<file path="src/rtl/mbox_msg_fifo.sv">
// Message FIFO behind the two-requester mutex arbiter: queues {source, word} from the
// exclusively granted port, pops in order to one reader, and flags protocol misuse.
module mbox_msg_fifo #(
    parameter int DATA_W     = 32,
    parameter int DEPTH      = 4,
    parameter int IRQ_THRESH = 1
) (
    input  logic                       clk,
    input  logic                       rst,
    input  logic                       grant0,
    input  logic                       grant1,
    input  logic                       wr_en0,
    input  logic [DATA_W-1:0]          wr_data0,
    input  logic                       wr_en1,
    input  logic [DATA_W-1:0]          wr_data1,
    input  logic                       rd_en,
    output logic [DATA_W-1:0]          rd_data,
    output logic                       rd_src,
    output logic                       rd_valid,
    output logic [$clog2(DEPTH):0]     count,
    output logic                       full,
    output logic                       empty,
    output logic                       irq,
    output logic                       err_ovf,
    output logic                       err_prot,
    input  logic                       err_clr
);
    localparam int PW = $clog2(DEPTH);
    localparam int CW = PW + 1;

    logic [DATA_W:0]     mem [DEPTH];

    logic [PW-1:0]       wptr_reg, wptr_next;
    logic [PW-1:0]       rptr_reg, rptr_next;
    logic [CW-1:0]       count_reg, count_next;
    logic                irq_reg, irq_next;
    logic                err_ovf_reg, err_ovf_next;
    logic                err_prot_reg, err_prot_next;
    logic [DATA_W-1:0]   rd_data_reg;
    logic                rd_src_reg;
    logic                rd_valid_reg;

    logic [1:0]          grant_v, wr_en_v, wr_try, wr_ok, prot_hit;
    logic                full_w, empty_w, wr_any, rd_ok;
    logic [DATA_W-1:0]   wr_data_sel;

    assign grant_v = {grant1, grant0};
    assign wr_en_v = {wr_en1, wr_en0};
    assign full_w  = (count_reg == CW'(DEPTH));
    assign empty_w = (count_reg == '0);

    // Per-port decode: a port may write only when it alone holds the grant.
    generate
        for (genvar gi = 0; gi < 2; gi++) begin : g_port
            assign wr_try[gi]   = wr_en_v[gi] & grant_v[gi] & ~grant_v[1-gi];
            assign wr_ok[gi]    = wr_try[gi] & ~full_w;
            assign prot_hit[gi] = wr_en_v[gi] & (~grant_v[gi] | grant_v[1-gi]);
        end
    endgenerate

    assign wr_any      = |wr_ok;
    assign wr_data_sel = wr_ok[1] ? wr_data1 : wr_data0;
    assign rd_ok       = rd_en & ~empty_w;

    always_comb begin
        wptr_next     = wptr_reg;
        rptr_next     = rptr_reg;
        count_next    = count_reg;
        err_ovf_next  = err_ovf_reg | (full_w & (|wr_try));
        err_prot_next = err_prot_reg | (|prot_hit);
        if (wr_any) wptr_next = wptr_reg + 1'b1;
        if (rd_ok)  rptr_next = rptr_reg + 1'b1;
        case ({wr_any, rd_ok})
            2'b10:   count_next = count_reg + 1'b1;
            2'b01:   count_next = count_reg - 1'b1;
            default: count_next = count_reg;
        endcase
        // A clear wins over an error raised in the same cycle.
        if (err_clr) begin
            err_ovf_next  = 1'b0;
            err_prot_next = 1'b0;
        end
        irq_next = (count_next >= CW'(IRQ_THRESH));
    end

    always_ff @(posedge clk) begin
        if (rst) begin
            wptr_reg     <= '0;
            rptr_reg     <= '0;
            count_reg    <= '0;
            irq_reg      <= 1'b0;
            err_ovf_reg  <= 1'b0;
            err_prot_reg <= 1'b0;
        end else begin
            wptr_reg     <= wptr_next;
            rptr_reg     <= rptr_next;
            count_reg    <= count_next;
            irq_reg      <= irq_next;
            err_ovf_reg  <= err_ovf_next;
            err_prot_reg <= err_prot_next;
        end
    end

    // Storage array without reset so it maps onto block RAM; pointers define validity.
    always_ff @(posedge clk) begin
        if (wr_any && !rst) mem[wptr_reg] <= {wr_ok[1], wr_data_sel};
    end

    always_ff @(posedge clk) begin
        if (rst) begin
            rd_data_reg  <= '0;
            rd_src_reg   <= 1'b0;
            rd_valid_reg <= 1'b0;
        end else begin
            rd_valid_reg <= rd_ok;
            if (rd_ok) {rd_src_reg, rd_data_reg} <= mem[rptr_reg];
        end
    end

    assign rd_data  = rd_data_reg;
    assign rd_src   = rd_src_reg;
    assign rd_valid = rd_valid_reg;
    assign count    = count_reg;
    assign full     = full_w;
    assign empty    = empty_w;
    assign irq      = irq_reg;
    assign err_ovf  = err_ovf_reg;
    assign err_prot = err_prot_reg;
endmodule
</file>
<file path="config.mk">
export PLATFORM = sky130hd
export DESIGN_NAME = mbox_msg_fifo
export DESIGN_NICKNAME = d
export VERILOG_FILES = /design/src/rtl/mbox_msg_fifo.sv
export SDC_FILE = /design/constraint.sdc
export NUM_CORES = 1
export LEC_CHECK = 0
export ABC_AREA = 1
export CORE_ASPECT_RATIO = 1.75
export CORE_MARGIN = 2
export CORE_UTILIZATION = 38
export CTS_CLUSTER_SIZE = 24
export DETAILED_ROUTE_END_ITERATION = 10
export GPL_ROUTABILITY_DRIVEN = 0
export HOLD_SLACK_MARGIN = 0.08
export PLACE_DENSITY = 0.55
export SETUP_SLACK_MARGIN = 0.05
export SLEW_MARGIN = 40
export SYNTH_ARGS = -nofsm -noshare
export SYNTH_HDL_FRONTEND = slang
export SYNTH_SLANG_ARGS = --single-unit
</file>
<file path="constraint.sdc">
create_clock -name clk -period 8.65 [get_ports clk]
set_clock_uncertainty 0.05 [all_clocks]
set_input_delay 1.73 -clock clk [delete_from_list [all_inputs] [get_ports clk]]
set_output_delay 1.73 -clock clk [all_outputs]
set_load 0.01 [all_outputs]
</file>
# Yosys cells after proc, flatten, opt, wreduce, memory -nomap -nowiden
# Memories as Yosys holds them, arrays and structs flattened. A register that Yosys moved wholly into a read port is not among the register bits.
# Index checks and enable logic that the tools add are counted.
dict set report word_totals {
  ff_bits 11
  ram_bits 132
  out_inout_bits 42
  memories 1
}
dict set report classes {
  addsub 4
  n_lt_le_gt_ge 1
  eq_ne 3
  muxes 4
  n_bitwise 18
  reduce_logical 7
}
# name depth width read_ports rd_clocked_by_memory_dff wr line
set mem_list {}
lappend mem_list {mem 4 33 1 1 1 31} ;# logic [DATA_W:0] mem [DEPTH];
# op n
set ops {}
lappend ops {{$mux 32} 1}
lappend ops {{$and 1x1->1} 10}
lappend ops {{$reduce_or 2->1} 4}
lappend ops {{$pmux 3 s2} 1}
lappend ops {{$add 2x1->2 const B} 2}
lappend ops {{$not 1->1} 4}
lappend ops {{$or 1x1->1} 4}
lappend ops {{$add 3x1->3 const B} 1}
lappend ops {{$eq 3x3->1 const B} 1}
lappend ops {{$ge 3x1->1 const B} 1}
lappend ops {{$logic_not 3->1} 1}
lappend ops {{$sub 3x1->3 const B} 1}
lappend ops {{$eq 2x1->1 const B} 1}
lappend ops {{$eq 2x2->1 const B} 1}
lappend ops {{$mux 1} 2}
lappend ops {{$logic_and 1x1->1} 1}
lappend ops {{$logic_not 1->1} 1}

# Logic depth before layout (Yosys ltp)
dict set report logic_depth {
  ltp_word 7
  depth_mapped 14
  mapped_depth_nobuf 13
}

# Worst setup path after synthesis
# OpenSTA, ideal clock, no wires.
dict set report synth_path {
  path_kind {in2reg}
  from {in grant0}
  to {mem mem[0][0] (netlist name) (enable)}
  setup_ps 423
  t_arrival_ps 3567
  t_required_ps 8177
  setup_slack_ps 4609
  path_stages 5
  n_path_buf 0
  path_cell_list {inv_1 > nand3_1 > nand2_1 > nand3_1 > nor2_1}
}
dict set report synth_via {
  elab_chain_cells 7
}
# item line
set synth_rtl {}
lappend synth_rtl {{start: declaration} 10} ;# input logic grant0,
lappend synth_rtl {{$and 1x1->1 or $not 1->1 (tied branches)} 55} ;# assign wr_try[gi] = wr_en_v[gi] & grant_v[gi] & ~grant_v[1-gi];
lappend synth_rtl {{$and 1x1->1} 55}
lappend synth_rtl {{$and 1x1->1} 56} ;# assign wr_ok[gi] = wr_try[gi] & ~full_w;
lappend synth_rtl {{$reduce_or 2->1 *} 61} ;# assign wr_any = |wr_ok;
lappend synth_rtl {{$logic_and 1x1->1 *} 106} ;# if (wr_any && !rst) mem[wptr_reg] <= {wr_ok[1], wr_data_sel};
lappend synth_rtl {{$mux 1 *} 106}
lappend synth_rtl {{$mux 1 (not written as such) *} 106}
lappend synth_rtl {{end: declaration} 31}
# Every way passes the cells marked *; elsewhere a longest branch is shown, timed or not.

# Worst setup path after layout
dict set report layout_path {
  from {in rst}
  to {mem mem[3][14] (netlist name) (enable)}
}
dict set report layout_via {
  elab_chain_cells 4
}
# item line
set layout_rtl {}
lappend layout_rtl {{start: declaration} 9} ;# input logic rst,
lappend layout_rtl {{$logic_not 1->1} 106}
lappend layout_rtl {{$logic_and 1x1->1} 106}
lappend layout_rtl {{$mux 1} 106}
lappend layout_rtl {{$mux 1 (not written as such)} 106}
# Every way passes these cells.

==> impl_metrics.py <==
metrics = {
    "pwr": {
        "power.density_mw_per_mm2": 262,
        "leakage_uw": 0.00452,
        "power.total_uw": 2580,
        "vdd_ir_drop_max_uv": 130,
    },
    "logic_synthesis": {
        "syn_area_mm2": 0.00794,
        "synth_area_leader_cell": "edfxtp_1",
        "synth_common_cells": "341 x nand2_1, 186 x inv_1, 132 x edfxtp_1, 81 x nor2_1, 74 x nand3_1",
        "synth_cell_types": 19,
        "syn_nets": 1001,
        "synth_top_area_share_pct": 49.9,
        "syn_avg_cell_area_um2": 8.60,
        "synth_warnings": 0,
        "synth_edf_count": 132,
        "yosys-top-cells-area": "edfxtp_1 50%, nand2_1 16%, dfxtp_1 11%",
        "asyncSetResetFlopFracSynth_pct": 0,
        "ys_ff_latch": 176,
        "syn_inst": 923,
        "synth_flop_cell": "edfxtp_1",
        "yosysMostFrequentCell": "nand2_1",
        "ys_seq_area_share_pct": 61.0,
    },
    "hold_path": {
        "holdCritPathClass": "flop to flop",
    },
    "clocking": {
        "cts_hold_buf": 0,
        "cts_tree": "yes",
        "clkSlewWorstSetupHoldPaths_ps": 70,
        "cts-root-buf": "clkbuf_16",
        "numCtsBuffers": 17,
        "cts_setup_buffers": 0,
        "htree_num_levels": 4,
        "clkLatencyLatePin_ps": 430,
        "cts-resized-gates": 0,
        "clockBufferDepth": 2,
        "clock-sinks": 176,
    },
    "grt": {
        "first_global_vias": 5515,
        "antenna_found_initial": 0,
        "grt.overflow.total": 0,
        "grt_pass1_wl_um": 27900,
        "grt_usage_pct": 16.5,
        "grt_max_degree": 70,
    },
    "cells_and_area": {
        "area_growth_pct": 24.2,
        "fin_area_mm2": 0.00986,
        "drive_gt1_share_pct": 5.21,
        "num-fill-cells": 1978,
        "antenna_cells": 0,
        "largest_reg_flops": 132,
        "final_cells": 1289,
        "layout.nets": 1102,
    },
    "placed_design": {
        "numPortBuffers": 113,
        "place_ws_ps": 4090,
        "place_area_mm2": 0.00923,
        "placed_cells": 1257,
        "dpl.hpwl_um": 9950,
    },
    "route": {
        "antenna_left": 0,
        "viasPerCell": 4.44,
        "drtIter0Drc": 241,
        "drt_pre_antenna_iters": 5,
        "vias": 5726,
        "wl_um": 17700,
        "wire_per_inst_um": 13.7,
        "drc": 0,
    },
    "worst_setup_path": {
        "slowest_stage": "clkinv_2",
        "worstPathCellList": "clkdlybuf4s50_1 > clkinv_2 > nand3_1 > nor2_4 > buf_4",
        "endpoint_kind": "flop",
        "critical_path_class": "primary input to flop",
        "reg2reg_setup_slack_ps": 6130,
        "crit_fanout": 39,
        "crit_required_ps": 8650,
        "start_kind": "primary input",
        "max_stage_delay_ps": 500,
        "worstPathArrival_ps": 3870,
    },
    "floorplanning": {
        "fp.dieW_um": 113,
        "ioPinCount": 114,
        "coreArea_mm2": 0.0207,
        "die_h_um": 195,
        "rows": 70,
        "initial_core_util_pct": 38.4,
        "dieArea_mm2": 0.0221,
    },
    "run": {
        "maxCapViolations": 0,
    },
    "sta": {
        "post-route-min-period_ps": 3870,
        "worst_slew_pin_slew_ps": 808,
        "fmax_mhz": 258,
        "hold_violations": 0,
        "setup_tns_ps": 0,
        "rsz0062_at_grt": "no",
        "fin_crit_sh_pct": 44.7,
        "drv_slew": 0,
        "setup_slack_ps": 4780,
        "slew_headroom_pct": 46.1,
        "setup_violations": 0,
    },
    "status": {
        "status": "complete, no violations",
    },
}
==> cell families (layout without fill, tap and decap cells) <==
logic type                 Yosys count  in the layout  share of synthesized area, %
AOI/OAI and AO/OA                   10             10                         0.630
adders and majority gates            6              6                          1.04
buffers and inverters              230            344                          12.2
DFF                                176            176                          61.0
and+or+nand+nor                    501            501                          25.1
==> worst paths after layout <==
kind | depth (start not counted) | startpoint | end
max | 5 | rst | mem[3][14]
min | 2 | err_prot | err_prot
max reg2reg | 7 | count[1] | mem[3][4]
min reg2reg | 2 | err_prot | err_prot
==> metal layers <==
metal,track usage [%],share of wire (%),vias to the layer above
met5,0,0,-
met4,6.19,1.0,0
met3,3.20,3.8,16
met2,30.5,54,118
met1,18.4,41,2605
li1,-,-,2987
==> where the power goes <==
group / internal, µW / switching (µW) / leakage, µW
registers: 1000 / 39.6 / 0.00156
logic: 292 / 426 / 0.00266
clock network: 491 / 331 / 0.000302
==> final cells by class <==
class / count / area [µm²] / share of cell area [%]
clock inverter: 13 / 199 / 2.02
multi-input combinational: 517 / 2160 / 21.9
sequential: 176 / 4850 / 49.1
clock buffer: 19 / 433 / 4.39
timing repair buffer: 121 / 1190 / 12.1
tap: 252 / 315 / 3.20
inverter: 191 / 722 / 7.32
==> layout by cell type, fill, tap and decap left out, types with 3 or more instances in the layout <==
master,count
ha_1,5
inv_2,3
clkdlybuf4s50_1,113
edfxtp_1,132
nand3_1,74
nor2_4,4
o21ai_0,6
a21oi_1,4
inv_6,5
clkbuf_16,17
nand2_1,341
bufinv_16,4
dfxtp_1,42
buf_4,8
nor2_1,77
inv_1,185
==> per-stage QoR <==
stage | hold WS (ps) | utilization, %
global route | 480 | 47.7
global placement | 411 | 44.6
CTS | 438 | 47.7
finish | 428 | 47.7
detailed placement | 415 | 44.6
floorplan | 453 | -
==> worst max-delay path, delay by kind of cell <==
family,cells,cell delay [ps]
simple gates,2,630
buf+inv,3,1470
No activity file was read; power rests on OpenSTA's default activity.
